### config.mk
export PLATFORM = sky130hd
export DESIGN_NAME = bus_arbiter
export DESIGN_NICKNAME = d
export VERILOG_FILES = /design/src/rtl/bus_arbiter_pkg.sv /design/src/rtl/bus_arbiter_pick.sv /design/src/rtl/bus_arbiter.sv
export SDC_FILE = /design/constraint.sdc
export NUM_CORES = 1
export LEC_CHECK = 0
export ABC_AREA = 1
export BUFFER_PORTS_ARGS = -buffer_cell sky130_fd_sc_hd__buf_2
export CAP_MARGIN = 20
export CORE_AREA = 2 2 122 124
export CTS_BUF_LIST = sky130_fd_sc_hd__clkbuf_8
export DETAILED_ROUTE_END_ITERATION = 10
export DIE_AREA = 0 0 124 126
export SETUP_SLACK_MARGIN = 0.02
export SYNTH_ARGS = -nofsm -noshare
export SYNTH_HDL_FRONTEND = slang
export SYNTH_SLANG_ARGS = --single-unit
### constraint.sdc
create_clock -name clk -period 0.9 [get_ports clk]
set_input_delay 0.18 -clock clk [delete_from_list [all_inputs] [get_ports clk]]
set_output_delay 0.18 -clock clk [all_outputs]
set_load 0.05 [all_outputs]
### src/rtl/bus_arbiter_pkg.sv
// bus_arbiter_pkg: shared types for the data-bus arbiter slice.
//   m2s_s / s2m_s : master-to-slave request and slave-to-master response words.
//   arb_state_e   : arbiter FSM states.
//   ARB_TIMEOUT_DATA : read data returned to a master whose transaction was
//                      terminated by the watchdog (BUS_ARB_TIMEOUT_EN builds).
//   ptr_width()   : width of a round-robin pointer over n requesters (min 1).
package bus_arbiter_pkg;

  typedef struct packed {
    logic        req;
    logic        we;
    logic [3:0]  be;
    logic [31:0] addr;
    logic [31:0] wdata;
  } m2s_s;

  typedef struct packed {
    logic        ack;
    logic [31:0] rdata;
  } s2m_s;

  typedef enum logic {
    ARB_IDLE,
    ARB_BUSY
  } arb_state_e;

  localparam logic [31:0] ARB_TIMEOUT_DATA = 32'hDEAD_BEEF;

  function automatic int unsigned ptr_width(input int unsigned n);
    return (n > 1) ? $clog2(n) : 1;
  endfunction

endpackage

### src/rtl/bus_arbiter_pick.sv
// arb_rr_pick: combinational round-robin picker.
//   req_i   : request vector, one bit per requester.
//   ptr_i   : index of the last requester granted.
//   grant_o : one-hot winner (0 when no request).
//   idx_o   : winner index.
//   any_o   : at least one request present.
// Search order is ptr_i+1, ptr_i+2, ... wrapping modulo N, so the last
// winner always has the lowest priority.
module arb_rr_pick
  import bus_arbiter_pkg::*;
#(
  parameter  int unsigned N  = 2,
  localparam int unsigned PW = ptr_width(N)
) (
  input  logic [N-1:0]  req_i,
  input  logic [PW-1:0] ptr_i,
  output logic [N-1:0]  grant_o,
  output logic [PW-1:0] idx_o,
  output logic          any_o
);

  // Vectors padded to a power of two so every PW-bit index is in range.
  localparam int unsigned NP = 1 << PW;

  logic [NP-1:0] req_pad;
  logic [NP-1:0] grant_pad;
  logic [PW-1:0] sel;

  always_comb begin
    req_pad   = NP'(req_i);
    grant_pad = '0;
    idx_o     = '0;
    any_o     = 1'b0;
    sel       = '0;
    for (int unsigned k = 1; k <= N; k++) begin
      sel = PW'((32'(ptr_i) + k) % N);
      if (!any_o && req_pad[sel]) begin
        any_o          = 1'b1;
        grant_pad[sel] = 1'b1;
        idx_o          = sel;
      end
    end
    grant_o = grant_pad[N-1:0];
  end

endmodule

### src/rtl/bus_arbiter.sv
// bus_arbiter: round-robin arbiter sharing the single bus_intercon master port
// between numMasters requesters, one transaction at a time.
//   clk, rst_b   : clock, synchronous active-low reset.
//   master_out_i : requests from the masters.
//   master_in_o  : responses to the masters; only the winner sees ack.
//   bus_out_o    : winner's request forwarded downstream (all-zero when idle).
//   bus_in_i     : response from bus_intercon.
//   grant_o      : one-hot current grant, 0 when idle.
//   busy_o       : transaction outstanding.
//   timeout_o    : sticky watchdog flag.
// Optional macro BUS_ARB_TIMEOUT_EN adds a watchdog that terminates a granted
// transaction after TIMEOUT cycles without ack; without it timeout_o is 0.
module bus_arbiter
  import bus_arbiter_pkg::*;
#(
  parameter int unsigned numMasters = 2,
  parameter int unsigned TIMEOUT    = 256
) (
  input  logic                   clk,
  input  logic                   rst_b,
  input  m2s_s [numMasters-1:0]  master_out_i,
  output s2m_s [numMasters-1:0]  master_in_o,
  output m2s_s                   bus_out_o,
  input  s2m_s                   bus_in_i,
  output logic [numMasters-1:0]  grant_o,
  output logic                   busy_o,
  output logic                   timeout_o
);

  localparam int unsigned PW = ptr_width(numMasters);

  arb_state_e            state_q, state_d;
  logic [numMasters-1:0] grant_q, grant_d;
  logic [PW-1:0]         ptr_q, ptr_d;

  logic [numMasters-1:0] req_vec;
  logic [numMasters-1:0] pick_grant;
  logic [PW-1:0]         pick_idx;
  logic                  pick_any;

`ifdef BUS_ARB_TIMEOUT_EN
  localparam int unsigned TW = $clog2(TIMEOUT) + 1;
  logic [TW-1:0] timer_q, timer_d;
  logic          timeout_q, timeout_d;
`else
  // TIMEOUT only matters when the watchdog is built in.
  if (TIMEOUT == 0) begin : g_timeout_unused
  end
`endif

  always_comb begin
    req_vec = '0;
    for (int unsigned i = 0; i < numMasters; i++) begin
      req_vec[i] = master_out_i[i].req;
    end
  end

  arb_rr_pick #(
    .N (numMasters)
  ) u_pick (
    .req_i   (req_vec),
    .ptr_i   (ptr_q),
    .grant_o (pick_grant),
    .idx_o   (pick_idx),
    .any_o   (pick_any)
  );

  always_comb begin
    state_d   = state_q;
    grant_d   = grant_q;
    ptr_d     = ptr_q;
    bus_out_o = '0;
    for (int unsigned i = 0; i < numMasters; i++) begin
      master_in_o[i]     = bus_in_i;
      master_in_o[i].ack = 1'b0;
    end
`ifdef BUS_ARB_TIMEOUT_EN
    timer_d   = timer_q;
    timeout_d = timeout_q;
`endif
    case (state_q)
      ARB_IDLE: begin
        if (pick_any) begin
          state_d = ARB_BUSY;
          grant_d = pick_grant;
          ptr_d   = pick_idx;
`ifdef BUS_ARB_TIMEOUT_EN
          timer_d = '0;
`endif
        end
      end
      ARB_BUSY: begin
        // ptr_q holds the current winner for the whole transaction.
        bus_out_o = master_out_i[ptr_q];
        if (bus_in_i.ack) begin
          master_in_o[ptr_q].ack = 1'b1;
          state_d = ARB_IDLE;
          grant_d = '0;
        end else if (!master_out_i[ptr_q].req) begin
          // Winner withdrew before ack: abandon without responding.
          state_d = ARB_IDLE;
          grant_d = '0;
        end
`ifdef BUS_ARB_TIMEOUT_EN
        else if (timer_q == TW'(TIMEOUT - 1)) begin
          master_in_o[ptr_q].ack   = 1'b1;
          master_in_o[ptr_q].rdata = ARB_TIMEOUT_DATA;
          bus_out_o.req            = 1'b0;
          timeout_d                = 1'b1;
          state_d                  = ARB_IDLE;
          grant_d                  = '0;
        end else begin
          timer_d = timer_q + 1'b1;
        end
`endif
      end
      default: begin
        state_d = ARB_IDLE;
        grant_d = '0;
      end
    endcase
  end

  always_ff @(posedge clk) begin
    if (!rst_b) begin
      state_q <= ARB_IDLE;
      grant_q <= '0;
      ptr_q   <= PW'(numMasters - 1);
`ifdef BUS_ARB_TIMEOUT_EN
      timer_q   <= '0;
      timeout_q <= 1'b0;
`endif
    end else begin
      state_q <= state_d;
      grant_q <= grant_d;
      ptr_q   <= ptr_d;
`ifdef BUS_ARB_TIMEOUT_EN
      timer_q   <= timer_d;
      timeout_q <= timeout_d;
`endif
    end
  end

  assign grant_o = grant_q;
  assign busy_o  = (state_q == ARB_BUSY);
`ifdef BUS_ARB_TIMEOUT_EN
  assign timeout_o = timeout_q;
`else
  assign timeout_o = 1'b0;
`endif

endmodule

; Yosys cells after proc, flatten, opt, wreduce, memory -nomap -nowiden
; Cells that the tools add are included.
[totals]
reg_bits = 4
out_inout_bits = 140
wordCells = 52
[op_classes]
n_addsub = 2
n_lt_le_gt_ge = 6
eq_ne = 2
muxes = 30
bitwise_logic = 2
n_reduce_logical = 7
[ops]
columns = operator, n
row1 = $mux 70, 3
row2 = $mux 66, 2
row3 = $bwmux 66, 1
row4 = $demux 33 s1, 1
row5 = $mux 33, 1
row6 = $mux 1, 13
row7 = $mux 2, 5
row8 = $lt 1x2->1 const B, 3
row9 = $logic_and 1x1->1, 4
row10 = $pmux 2 s2, 1
row11 = $reduce_and 2->1, 2
row12 = $ge 1x1->1 const B, 3
row13 = $ne 3x3->1 const B, 1
row14 = $add 1x1->1 const B, 2
row15 = $demux 1 s1, 2
row16 = $ne 2x2->1 const B, 1
row17 = $or 2x2->2, 1
row18 = $pmux 1 s2, 1
row19 = $logic_not 1->1, 1
row20 = $not 1->1, 1

; Logic depth before layout (Yosys ltp)
[depth]
depth_word = 10
mapped_depth = 8

; Hierarchy
; Synthesis repeated with hierarchy kept, for this count alone.
[hier_totals]
cells_unflattened = 333
hier_area_um2 = 1704.1
[by_module_without_submodules]
columns = module, instances, cells_per_inst, area_each_um2, seq_area_each_um2
row1 = bus_arbiter, 1, 326, 1672.9, 80.1
row2 = arb_rr_pick, 1, 7, 31.3, 0.0

; Least setup slack after synthesis
; OpenSTA, ideal clock, no wires.
[synth_path]
kind = reg-to-output
startpoint = register state_q (netlist: busy_o)
endpoint = output master_in_o[32] (netlist name)
arrival_time_ns = 1.969
setup_slack_ns = -1.249
stages_incl_launch_ff = 4
path_cell_list = dfxtp_1 -> buf_4 -> inv_2 -> nor3_1
[synth_lines]
columns = element, line_no
row1 = "start, declared", bus_arbiter.sv:32  ; arb_state_e state_q, state_d;
row2 = "start signal, assigned", bus_arbiter.sv:134  ; state_q <= state_d;
row3 = "end, declared", bus_arbiter.sv:22  ; output s2m_s [numMasters-1:0] master_in_o,

==> reports/metrics.cfg <==
[run_status]
status=finished with violations
violations=setup timing

[floorplan]
fp.dieW_um=124
die_h_um=126
io_pins=315
dieArea_mm2=0.0156
core_area_mm2=0.0143
row_count=44
start_util_pct=12.0

[routing]
drc_errors=0
antenna_left=0
dr.pass1.iters=3
wl_mm=10.2
via_per_inst=3.97
drtIter0Drc=31
wl_per_cell_um=14.7
vias=2757

[pwr]
switching_share_pct=55.0
total_power_mw=5.95
combPwrFrac_pct=89.2
cellInternalPower_mw=2.68
seqPwrFrac_pct=4.1
max-vdd-ir-drop_v=0.000624
power.leakage_nw=2.00
clock_power_share_pct=6.7
power.net_switching_mw=3.27
p_per_area_mw_per_mm2=1220

[global_routing]
grt-ovfl-total=0
antenna_found_initial=0
grt_pass1_vias=2746
grt_usage_pct=11.1
grt_first_pass_wirelength_mm=13.7
grt_max_degree=35

[placement]
place_hpwl_mm=6.79
gp_congestion=0.740
pre_cts_ws_ps=-472
dp_cells=675
io_buffers=217

[cts]
clockBufferDepth=2
clock_latency_ps=220
cts_tree=built
path_clk_slew_ps=30
numClockSinks=4
cts_made_buffers=3
cts_hold_buf=0
clockRootBuffer=clkbuf_8
cts_max_level=1

[synthesis]
synth_area_per_cell_um2=5.15
ys_ff_latch=4
yosys_warnings=0
syn_area_mm2=0.00172
synth.net_count=509
synthCells=334
ys_seq_area_share_pct=4.66
ys_types=21

[sta]
fin_crit_sh_pct=168
layout_setup_ws_ps=-612
clock_skew_ps=2.58
rsz0062_at_grt=yes
hold_viol_final=0
setup_violations=77
finalCriticalPeriod_ps=1510
hold-worst-slack_ps=216
max_freq_mhz=661
maxSlewViolCount=0

[layout]
area_growth_pct=183
instances_no_fill=694
antenna_cells=0
layout.area.seq_um2=90.1
fill_cells=1461
fin_nets=686
final_core_util_pct=33.9
drive_above_1_share_pct=91.2
multi_input_area_mm2=0.00218

[worst_setup_path]
critical_path.top_delay_family=buffers and inverters
cp-start-kind=register
crit_arrival_ps=1330
cpPeakStageDelay_ps=410
worst_setup_path_end_kind=output port
crit_path_top_delay_cell=dfxtp_4
crit_path_start=ptr_q$_SDFFE_PN1P_
reg2reg_from=ptr_q$_SDFFE_PN1P_
crit_type=reg -> out
worstPathRequired_ps=720
timing.critical_path.buf_inv=3
cp_max_fo=8
crit_chain=buf_12 > buf_8 > o21ai_2 > nor2_4 > buf_6

[job]
drv_cap=0

[min_path]
hold_class=in -> reg
hp-start=rst_b

synthesized netlist by cell type:
cell / count / area, µm²
o21ai_0: 43 / 215
nand2_2: 3 / 18.8
o211ai_1: 1 / 7.51
buf_4: 66 / 495
nand2_1: 9 / 33.8
a21oi_1: 2 / 10.0
inv_2: 1 / 3.75
buf_6: 1 / 11.3
nor2_1: 142 / 533
nand3_1: 4 / 20.0
nor3_1: 2 / 10.0
conb_1: 1 / 3.75
o21ai_1: 27 / 135
clkinv_1: 1 / 3.75
dfxtp_1: 4 / 80.1
a21boi_1: 1 / 7.51
buf_2: 12 / 60.1
inv_6: 1 / 8.76
inv_1: 2 / 7.51
clkbuf_1: 9 / 33.8
nand3_2: 2 / 20.0
cell type report:
| type | instances | area share, % |
|---|---|---|
| clock buffers | 3 | 0.850 |
| clock inverters | 1 | 0.0773 |
| inverters | 5 | 0.644 |
| multi-input cells | 237 | 44.8 |
| flip-flops and latches | 4 | 1.85 |
| well taps | 184 | 4.74 |
| repair buffers | 260 | 47.0 |
cells by family after synthesis:
logic type / share of synthesized area [%]
buf+inv: 36.3
compound gates: 21.8
other cells: 0.218
flops: 4.66
simple gates: 37.0
metal layers:
layer,vias up,global-route usage (%),routed length (µm)
li1,1359,-,-
met1,1244,12.1,3790
met2,128,21.0,5490
met3,26,2.40,688
met4,0,3.37,214
met5,-,0,0
tightest hold or removal path, delay by kind of cell:
kind | cells | cell delay [ps]
simple gates | 2 | 90
buf+inv | 1 | 130
cells in the final DEF, fill, tap and decap left out, drive strengths merged:
master,Yosys,layout
nor3,2,2
o211ai,1,1
clkbuf,9,7
clkinv,1,1
o21ai,70,70
conb,1,1
inv,4,5
nand2,12,12
dfxtp,4,4
nor2,142,142
buf,79,256
a21oi,2,2
a21boi,1,1
nand3,6,6
repair_timing:
| item | in CTS | in global routing |
|---|---|---|
| pin swaps | 9 | 23 |
| buffers inserted | 8 | 2 |
| gates cloned | 2 | 6 |
| gates resized for setup | 222 | 84 |
| setup endpoints to repair | 79 | 79 |
power groups by stage:
stage	clock network [mW]	logic (mW)	registers, mW
floorplan	0	3.70	0.279
global placement	0	3.88	0.257
detailed placement	0	3.89	0.258
CTS	0.406	4.80	0.245
global route	0.427	5.59	0.246
finish	0.399	5.30	0.244
per-stage QoR:
stage / cell area, µm² / setup TNS (ps)
after floorplan: 2600 / -29360
after global placement: 3500 / -30980
after detailed placement: 3500 / -31590
after CTS: 4390 / -43060
after global routing: 4860 / -45570
final: 4860 / -41640
worst paths after layout:
kind,slack (ps),end,cells past startpoint
hold reg to reg,510,grant_o[0]$_SDFFE_PN0P_,2
setup reg to reg,-400,grant_o[1]$_SDFFE_PN0P_,6
setup / recovery,-610,bus_out_o[24],5
hold / removal,220,grant_o[0]$_SDFFE_PN0P_,3
flip-flops by register name, summed over array words and instances (netlist names):
signal / flops
busy_o: 1
grant_o: 2
ptr_q: 1
(Power assumes the default switching activity.)
